**src/rtl/add_pipe_pkg.sv**
```systemverilog
// add_pipe_pkg: shared sizing helpers, saturation constants and parameter legality
// checks for the add_pipe pipelined adder (saturation enabled by ADD_PIPE_SAT_EN).
package add_pipe_pkg;

  localparam int MAX_W = 1024;

  function automatic int add_pipe_cw(input int width, input int stages);
    return (stages > 0) ? width / stages : width;
  endfunction

  function automatic logic [MAX_W-1:0] add_pipe_sat_max(input int width);
    logic [MAX_W-1:0] v;
    v = '0;
    for (int i = 0; i < width - 1; i++) v[i] = 1'b1;
    return v;
  endfunction

  function automatic logic [MAX_W-1:0] add_pipe_sat_min(input int width);
    logic [MAX_W-1:0] v;
    v = '0;
    v[width-1] = 1'b1;
    return v;
  endfunction

  function automatic bit add_pipe_params_ok(input int width, input int lanes, input int stages);
    return (stages >= 1) && (stages <= 8) && (lanes >= 1) && (width >= 1) &&
           (width <= MAX_W) && (width % stages == 0);
  endfunction

endpackage

```
**src/rtl/add_pipe_if.sv**
```systemverilog
// add_pipe_if: operand beat in, result beat out, for every lane of add_pipe.
interface add_pipe_if #(
  parameter int WIDTH = 32,
  parameter int LANES = 1
);
  // A beat on a/b/sub is taken on every ce-high rising edge with in_vld=1 (no ready,
  // no backpressure); c/c_ovf hold a new result while c_vld=1 in a ce-high cycle.
  logic                   in_vld;
  logic                   sub;
  logic [LANES*WIDTH-1:0] a;
  logic [LANES*WIDTH-1:0] b;
  logic [LANES*WIDTH-1:0] c;
  logic                   c_vld;
  logic [LANES-1:0]       c_ovf;

  modport master (output in_vld, sub, a, b, input c, c_vld, c_ovf);
  modport slave  (input in_vld, sub, a, b, output c, c_vld, c_ovf);
endinterface

```
**src/rtl/add_pipe_lane.sv**
```systemverilog
// add_pipe_lane: one lane's carry-split add/sub chain with skew/deskew registers,
// signed overflow detect and, under ADD_PIPE_SAT_EN, output saturation.
module add_pipe_lane
  import add_pipe_pkg::*;
#(
  parameter int WIDTH  = 32,
  parameter int STAGES = 1
) (
  input  logic             i_clk,
  input  logic             i_rst,
  input  logic             i_ce,
  input  logic             i_last_vld,
  input  logic             i_sub,
  input  logic [WIDTH-1:0] i_a,
  input  logic [WIDTH-1:0] i_b,
  output logic [WIDTH-1:0] o_c,
  output logic             o_ovf
);
  localparam int CW = add_pipe_cw(WIDTH, STAGES);

  // Stage-k inputs: hi_* hold chunks k.. (chunk k at bit 0), lo holds finished chunks.
  logic [WIDTH-1:0] w_hi_a [STAGES];
  logic [WIDTH-1:0] w_hi_b [STAGES];
  logic [WIDTH-1:0] w_lo   [STAGES];
  logic             w_cy   [STAGES];
  logic [WIDTH-1:0] w_res;
  logic             w_sgn_a;
  logic             w_sgn_b;
  logic             w_ovf;
  logic [WIDTH-1:0] w_out;
  logic [WIDTH-1:0] r_c;
  logic             r_ovf;

  assign w_hi_a[0] = i_a;
  assign w_hi_b[0] = i_sub ? ~i_b : i_b;
  assign w_lo[0]   = '0;
  assign w_cy[0]   = i_sub;

  for (genvar k = 0; k < STAGES; k++) begin : g_stage
    localparam int HI_W = WIDTH - k * CW;
    logic [CW-1:0] w_sa;
    logic [CW-1:0] w_sb;
    assign w_sa = w_hi_a[k][CW-1:0];
    assign w_sb = w_hi_b[k][CW-1:0];

    if (k < STAGES - 1) begin : g_reg
      localparam int NH = HI_W - CW;
      localparam int NL = (k + 1) * CW;
      logic [CW:0]   w_sum;
      logic [NH-1:0] r_hi_a;
      logic [NH-1:0] r_hi_b;
      logic [NL-1:0] r_lo;
      logic          r_cy;

      assign w_sum = {1'b0, w_sa} + {1'b0, w_sb} + (CW+1)'(w_cy[k]);

      always_ff @(posedge i_clk) begin
        if (i_ce) begin
          r_hi_a <= w_hi_a[k][HI_W-1:CW];
          r_hi_b <= w_hi_b[k][HI_W-1:CW];
          r_lo   <= NL'(w_lo[k] | (WIDTH'(w_sum[CW-1:0]) << (k * CW)));
          r_cy   <= w_sum[CW];
        end
      end

      assign w_hi_a[k+1] = WIDTH'(r_hi_a);
      assign w_hi_b[k+1] = WIDTH'(r_hi_b);
      assign w_lo[k+1]   = WIDTH'(r_lo);
      assign w_cy[k+1]   = r_cy;
    end else begin : g_last
      // Top chunk: its carry-out is irrelevant, the operand signs live here.
      logic [CW-1:0] w_top;
      assign w_top   = w_sa + w_sb + CW'(w_cy[k]);
      assign w_res   = w_lo[k] | (WIDTH'(w_top) << (k * CW));
      assign w_sgn_a = w_sa[CW-1];
      assign w_sgn_b = w_sb[CW-1];
    end
  end

  assign w_ovf = (w_sgn_a == w_sgn_b) && (w_res[WIDTH-1] != w_sgn_a);

`ifdef ADD_PIPE_SAT_EN
  localparam logic [WIDTH-1:0] SAT_MAX = WIDTH'(add_pipe_sat_max(WIDTH));
  localparam logic [WIDTH-1:0] SAT_MIN = WIDTH'(add_pipe_sat_min(WIDTH));
  assign w_out = !w_ovf ? w_res : (w_sgn_a ? SAT_MIN : SAT_MAX);
`else
  assign w_out = w_res;
`endif

  always_ff @(posedge i_clk) begin
    if (i_rst) begin
      r_c   <= '0;
      r_ovf <= 1'b0;
    end else if (i_ce && i_last_vld) begin
      r_c   <= w_out;
      r_ovf <= w_ovf;
    end
  end

  assign o_c   = r_c;
  assign o_ovf = r_ovf;
endmodule

```
**src/rtl/add_pipe.sv**
```systemverilog
// add_pipe: multi-lane pipelined add/sub with valid tagging, overflow flags and
// hold-on-ce-low; define ADD_PIPE_SAT_EN to saturate overflowing lanes.
module add_pipe
  import add_pipe_pkg::*;
#(
  parameter int WIDTH  = 32,
  parameter int LANES  = 1,
  parameter int STAGES = 1
) (
  input logic      ap_clk,
  input logic      ap_rst,
  input logic      ap_ce,
  add_pipe_if.slave bus
);
  if (!add_pipe_params_ok(WIDTH, LANES, STAGES)) begin : g_bad_params
    $error("add_pipe: illegal WIDTH/LANES/STAGES combination");
  end

  logic w_last_vld;
  logic r_c_vld;

  // Valid bit of the beat currently in the last (combinational) stage.
  if (STAGES == 1) begin : g_vld_one
    assign w_last_vld = bus.in_vld;
  end else begin : g_vld_chain
    logic [STAGES-2:0] r_vld;
    always_ff @(posedge ap_clk) begin
      if (ap_rst) begin
        r_vld <= '0;
      end else if (ap_ce) begin
        r_vld <= (STAGES-1)'({r_vld, bus.in_vld});
      end
    end
    assign w_last_vld = r_vld[STAGES-2];
  end

  always_ff @(posedge ap_clk) begin
    if (ap_rst) begin
      r_c_vld <= 1'b0;
    end else if (ap_ce) begin
      r_c_vld <= w_last_vld;
    end
  end

  assign bus.c_vld = r_c_vld;

  for (genvar i = 0; i < LANES; i++) begin : g_lane
    add_pipe_lane #(
      .WIDTH  (WIDTH),
      .STAGES (STAGES)
    ) u_lane (
      .i_clk      (ap_clk),
      .i_rst      (ap_rst),
      .i_ce       (ap_ce),
      .i_last_vld (w_last_vld),
      .i_sub      (bus.sub),
      .i_a        (bus.a[i*WIDTH +: WIDTH]),
      .i_b        (bus.b[i*WIDTH +: WIDTH]),
      .o_c        (bus.c[i*WIDTH +: WIDTH]),
      .o_ovf      (bus.c_ovf[i])
    );
  end
endmodule

```
**src/flat_wrapper.sv**
```systemverilog
// flat-port wrapper written by rule: the top's interface ports become plain ports
module add_pipe_flat import add_pipe_pkg::*;
#(
  parameter int WIDTH  = 32,
  parameter int LANES  = 1,
  parameter int STAGES = 1
)
  (ap_clk, ap_rst, ap_ce, bus_in_vld, bus_sub, bus_a, bus_b, bus_c, bus_c_vld, bus_c_ovf);
  add_pipe_if #(.WIDTH(WIDTH), .LANES(LANES)) bus_i ();
  input logic ap_clk;
  input logic ap_rst;
  input logic ap_ce;
  input wire logic [$bits(bus_i.in_vld)-1:0] bus_in_vld;
  input wire logic [$bits(bus_i.sub)-1:0] bus_sub;
  input wire logic [$bits(bus_i.a)-1:0] bus_a;
  input wire logic [$bits(bus_i.b)-1:0] bus_b;
  output wire logic [$bits(bus_i.c)-1:0] bus_c;
  output wire logic [$bits(bus_i.c_vld)-1:0] bus_c_vld;
  output wire logic [$bits(bus_i.c_ovf)-1:0] bus_c_ovf;
  assign bus_i.in_vld = bus_in_vld;
  assign bus_i.sub = bus_sub;
  assign bus_i.a = bus_a;
  assign bus_i.b = bus_b;
  assign bus_c = bus_i.c;
  assign bus_c_vld = bus_i.c_vld;
  assign bus_c_ovf = bus_i.c_ovf;
  add_pipe #(.WIDTH(WIDTH), .LANES(LANES), .STAGES(STAGES)) u_core (.ap_clk(ap_clk), .ap_rst(ap_rst), .ap_ce(ap_ce), .bus(bus_i));
endmodule
```
**config.mk**
```make
export PLATFORM = sky130hd
export DESIGN_NAME = add_pipe_flat
export DESIGN_NICKNAME = d
export VERILOG_FILES = /design/src/rtl/add_pipe_pkg.sv /design/src/rtl/add_pipe_if.sv /design/src/rtl/add_pipe_lane.sv /design/src/rtl/add_pipe.sv /design/src/flat_wrapper.sv
export SDC_FILE = /design/constraint.sdc
export NUM_CORES = 1
export LEC_CHECK = 0
export CAP_MARGIN = 20
export CORE_ASPECT_RATIO = 0.5
export CORE_MARGIN = 8
export CORE_UTILIZATION = 25
export DETAILED_ROUTE_END_ITERATION = 10
export PLACE_DENSITY = 0.59
export SLEW_MARGIN = 15
export SYNTH_ARGS = -nofsm -noshare
export SYNTH_HDL_FRONTEND = slang
export SYNTH_SLANG_ARGS = --single-unit
```
**constraint.sdc**
```tcl
create_clock -name ap_clk -period 3.1 [get_ports ap_clk]
set_input_delay 0.31 -clock ap_clk [delete_from_list [all_inputs] [get_ports ap_clk]]
set_output_delay 0.31 -clock ap_clk [all_outputs]
set_load 0.005 [all_outputs]
```
* Yosys cells after proc, flatten, opt, wreduce, memory -nomap -nowiden *
Cells that the tools add are included.

storage, ports and cells
  register bits after elaboration = 34
  bits of input ports = 69
  word-level logic and storage cells = 11

cells by class
  add/subtract/negate cells = 2
  equality and inequality tests = 2
  muxes and demuxes = 1
  bitwise logic cells = 1
  reduce and logical (&&, ||, !) cells = 2

operators with widths
  operator                                  count
  32-bit by 1-bit adder with 32-bit output  1
  32-bit adder                              1
  32-bit two-way mux                        1
  32-bit inverter                           1
  1-bit logical AND                         2
  1-bit == test                             1
  1-bit inequality test                     1

* Depth between registers and ports, before layout *
  word-level depth = 6
  gate-level depth with buffers = 12

* Cells and area by module *
A second synthesis with hierarchy kept.

second synthesis, totals
  cells, all modules = 404
  area, all modules = 3149.3 um^2

modules (own cells, without submodules)
  module         times used  cells an instance  area an instance (um^2)
  add_pipe_lane  1           401                3115.5
  add_pipe       1           3                  33.8

* Least setup slack after synthesis *
OpenSTA, ideal clock, no wires.

  kind = input to register
  start = in bus_sub
  end = reg u_core.g_lane[0].u_lane.r_c[30]
  data arrival time = 2.794 ns
  data required time = 2.974 ns
  path slack = 0.180 ns
  stages on the path = 12
  path buffers = 2
  cells stage by stage = buf_2 -> buf_1 -> xor2_1 -> inv_1 -> fa_1 -> nand2b_1 -> a21oi_1 -> o211ai_1 -> o211ai_1 -> o21ai_0 -> mux2i_1 -> nand3_1

on the way
  word-level cells in the longest chain between the ends = 3

RTL lines
  item                                          line                 source
  start, declared                               flat_wrapper.sv:14   input wire logic [$bits(bus_i.sub)-1:0] bus_sub;
  32-bit two-way mux                            add_pipe_lane.sv:35  assign w_hi_b[0] = i_sub ? ~i_b : i_b;
  32-bit adder                                  add_pipe_lane.sv:73  assign w_top = w_sa + w_sb + CW'(w_cy[k]);
  32-bit by 1-bit adder with 32-bit output (*)  add_pipe_lane.sv:73
  end signal, assigned                          add_pipe_lane.sv:95  r_c <= w_out;
  end, declared                                 add_pipe_lane.sv:31  logic [WIDTH-1:0] r_c;

Every way passes the cells marked *; elsewhere a longest branch is shown, timed or not.
A chain may end at the register's enable or synchronous reset.

* Worst setup path in the final report *
  start = in bus_b[1]
  end = reg u_core.g_lane[0].u_lane.r_c[28]

on the way
  word-level cells in the longest chain between the ends = 4

RTL lines
  item                                          line                 source
  start, declared                               flat_wrapper.sv:16   input wire logic [$bits(bus_i.b)-1:0] bus_b;
  32-bit inverter                               add_pipe_lane.sv:35
  32-bit two-way mux (*)                        add_pipe_lane.sv:35
  32-bit adder (*)                              add_pipe_lane.sv:73
  32-bit by 1-bit adder with 32-bit output (*)  add_pipe_lane.sv:73

Marks and branches as above.

==> results_dict.tcl <==
set metrics [dict create \
    slew_headroom_pct 49.5 \
    fmax_ghz 0.365 \
    vias_per_cell 4.68 \
    start_util_pct 25.3 \
    post_cts_resize_count 0 \
    synth_register_bits 34 \
    worst_setup_path_start_kind "input port" \
    place_worst_setup_slack_ns 0.0833 \
    ir_drop_mv 0.197 \
    cts.root.buffer_cell "sky130_fd_sc_hd__clkbuf_16" \
    totalWireLength_mm 9.97 \
    synthesis.instances 413 \
    most_frequently_used_flop_master_after_synthesis "sky130_fd_sc_hd__dfxtp_1" \
    finish.instance_area_sq_um 4630 \
    synth_top_cell_area_share_pct 21.4 \
    final_common_cell "sky130_fd_sc_hd__clkdlybuf4s50_1" \
    grt_setup_unrepaired "false" \
    multi_input_area_sq_um 2410 \
    placementRows 29 \
    vias 3232 \
    number_of_global_route_vias_before_repair 3166 \
    finalHoldViolations 0 \
    area.sequential_sq_um 681 \
    detail_route.iter0.violations 131 \
    antenna_found_initial 0 \
    setup_violations 0 \
    period_utilisation_layout_pct 88.5 \
    cts_tree "built" \
    holdPathEnd "u_core.g_lane[0].u_lane.o_c[26]" \
    criticalPathCategory "in -> reg" \
    place.detailed.hpwl_mm 8.32 \
    place_area_sq_um 4460 \
    maxCapViolations 0 \
    start_point_of_the_worst_hold_path "u_core.g_lane[0].u_lane.o_c[26]" \
    period_minus_slack_ns 2.74 \
    grt_use_total_pct 11.5 \
    ys_top_cells_by_area "sky130_fd_sc_hd__dfxtp_1, sky130_fd_sc_hd__xor2_1, sky130_fd_sc_hd__ha_1, sky130_fd_sc_hd__nand2_1, sky130_fd_sc_hd__a21oi_1" \
    rr_endpoint "u_core.g_lane[0].u_lane.o_ovf" \
    grt_first_pass_wirelength_mm 15.9 \
    antenna-diode-count 0 \
    dieWidth_microns 175 \
    worst_skew_pair.late_latency_ns 0.28 \
    worst_ep_arrival_time_ns 2.94 \
    grt_overflow 0 \
    finish.net_count 620 \
    share_of_post_route_cells_with_drive_strength_above_1_pct 6.91 \
    worst_path_maximum_fanout 3 \
    routedWlPerCell_microns 14.4 \
    cts_hold_buf 0 \
    max_slew.worst_pin.slew_ns 0.754 \
    die_y_microns 95.7 \
    whs_path_depth 2 \
    ant_nets_after_route 0 \
    synth_async_sr_flop_share_pct 0 \
    num-fill-cells 1344 \
    setup.worst_path.end_class "flop" \
    cp.required_ns 3.30 \
    run_status "finished clean" \
    power_density_nw_per_um2 426 \
    die_area_sq_um 16800 \
    cts_buffer_depth 2 \
    synthDominantAreaCellType "sky130_fd_sc_hd__dfxtp_1" \
    drc 0 \
    regToRegStartpoint "u_core.g_lane[0].u_lane.o_ovf" \
    final_cell_mix "sky130_fd_sc_hd__clkdlybuf4s50_1, sky130_fd_sc_hd__nand2_1, sky130_fd_sc_hd__xor2_1" \
    ff2ff_path_depth 2 \
    clk_pin_slew_ns 0.05 \
    cts_buffers 5 \
    num_io_pins 103 \
    sequential_to_total_area_share_from_yosys_stat_pct 21.4 \
    final-max-slew-violation-count 0 \
    place_congestion 0.841 \
    syn-cell-area_sq_um 3180 \
    syn_nets 513 \
    port_buffers 102 \
    areaGrowthSynthToFinish_pct 45.8 \
    finish.cell_count_without_fillers 691 \
    grt_max_degree 22 \
    post-cts-setup-buffers 0 \
    synthDistinctLibCells 56 \
    fin_skew_ns 0 \
    h-tree-depth 2 \
    min_path_type "reg -> reg" \
    yosysWarningCount 0 \
    clock_sinks 34 \
    detailedRoute.firstPassIterationCount 5 \
    setup_tns_ns 0 \
    worst_slack_ns 0.357 \
    core_area_sq_um 12600 \
    hold_slack_ns 0.449 \
    power_leakage_uw 0.00180 \
    postSynthAreaPerCell_sq_um 7.70 \
    edff_count_synth 0 \
    dp.cells 683 \
    worst-r2r-setup-slack_ns 2.26 \
]
==> where the power goes <==
part	leakage [uW]	switching, uW	internal, uW	total [uW]
Sequential	0.000279	23.2	481	504
Combinational	0.00145	454	432	886
Clock	0.0000760	205	379	584
==> final cells by class <==
| cell class | count | area share (%) |
|---|---|---|
| Inverter | 11 | 0.891 |
| Multi-Input combinational cell | 355 | 51.9 |
| Timing Repair Buffer | 113 | 24.2 |
| Clock buffer | 5 | 2.70 |
| Sequential cell | 34 | 14.7 |
| Clock inverter | 3 | 0.972 |
| Tap cell | 170 | 4.59 |
==> cell families (layout without fill, tap and decap cells) <==
group / Yosys count / count (layout) / share of synthesized area (%)
AOI/OAI and AO/OA: 133 / 133 / 27.4
and+or+nand+nor: 130 / 130 / 18.5
xor gates and xnor gates: 59 / 59 / 16.3
DFF: 34 / 34 / 21.4
adders and majority gates: 31 / 31 / 12.4
buffers and inverters: 24 / 132 / 2.87
muxes: 2 / 2 / 1.02
==> per-layer routing <==
metal / track usage, % / vias up / share of wire, %
met5: 0 / - / 0
met4: 2.31 / 0 / 0.40
met3: 2.43 / 2 / 4.4
met2: 20.6 / 51 / 49
met1: 14.4 / 1486 / 46
li1: - / 1693 / -
==> worst max-delay path by stage <==
| stage | endpoint | cells past startpoint | startpoint |
|---|---|---|---|
| finish | u_core.g_lane[0].u_lane.o_c[28] | 12 | bus_b[1] |
| global route | u_core.g_lane[0].u_lane.o_c[24] | 12 | bus_b[1] |
| CTS | u_core.g_lane[0].u_lane.o_c[28] | 12 | bus_b[1] |
| detailed placement | u_core.g_lane[0].u_lane.o_c[30] | 11 | bus_b[13] |
| global placement | u_core.g_lane[0].u_lane.o_c[30] | 11 | bus_b[9] |
| floorplan | u_core.g_lane[0].u_lane.o_c[30] | 12 | bus_sub |
==> flip-flops by register name, indices dropped and copies added (netlist names) <==
name / flops
u_core.g_lane.u_lane.o_c: 32
u_core.bus.c_vld: 1
u_core.g_lane.u_lane.o_ovf: 1
==> cells in the mapped netlist, types with 3 or more instances <==
library cell,instances
sky130_fd_sc_hd__a2111oi_2,3
sky130_fd_sc_hd__a211oi_1,4
sky130_fd_sc_hd__a21boi_0,4
sky130_fd_sc_hd__a21oi_1,45
sky130_fd_sc_hd__and2_1,3
sky130_fd_sc_hd__buf_1,4
sky130_fd_sc_hd__clkbuf_1,8
sky130_fd_sc_hd__dfxtp_1,34
sky130_fd_sc_hd__ha_1,30
sky130_fd_sc_hd__inv_1,11
sky130_fd_sc_hd__nand2_1,65
sky130_fd_sc_hd__nand2b_1,10
sky130_fd_sc_hd__nand3_1,7
sky130_fd_sc_hd__nand4_1,5
sky130_fd_sc_hd__nor2_1,21
sky130_fd_sc_hd__nor3_1,6
sky130_fd_sc_hd__o211ai_1,7
sky130_fd_sc_hd__o21a_1,4
sky130_fd_sc_hd__o21ai_0,31
sky130_fd_sc_hd__o21ai_1,6
sky130_fd_sc_hd__o21bai_1,3
sky130_fd_sc_hd__or3_1,3
sky130_fd_sc_hd__xnor2_1,11
sky130_fd_sc_hd__xor2_1,48
==> worst max-delay path, stage by stage <==
cell and delay [ns]:
sky130_fd_sc_hd__clkdlybuf4s50_1 0.47, sky130_fd_sc_hd__xor2_1 0.20, sky130_fd_sc_hd__inv_1 0.08, sky130_fd_sc_hd__fa_1 0.41, sky130_fd_sc_hd__nand2b_1 0.19, sky130_fd_sc_hd__a21oi_1 0.22
sky130_fd_sc_hd__o211ai_1 0.16, sky130_fd_sc_hd__buf_4 0.16, sky130_fd_sc_hd__o21ai_2 0.24, sky130_fd_sc_hd__a41oi_1 0.19, sky130_fd_sc_hd__xor2_1 0.17, sky130_fd_sc_hd__o21ai_0 0.14
==> stage by stage <==
step / total power [uW] / utilization (%)
5_1_grt: 2120 / 36.9
6_report: 1970 / 36.9
3_3_place_gp: 1400 / 35.6
4_1_cts: 2000 / 36.9
2_1_floorplan: 1070 / -
3_5_place_dp: 1400 / 35.6
(Power assumes the default switching activity.)
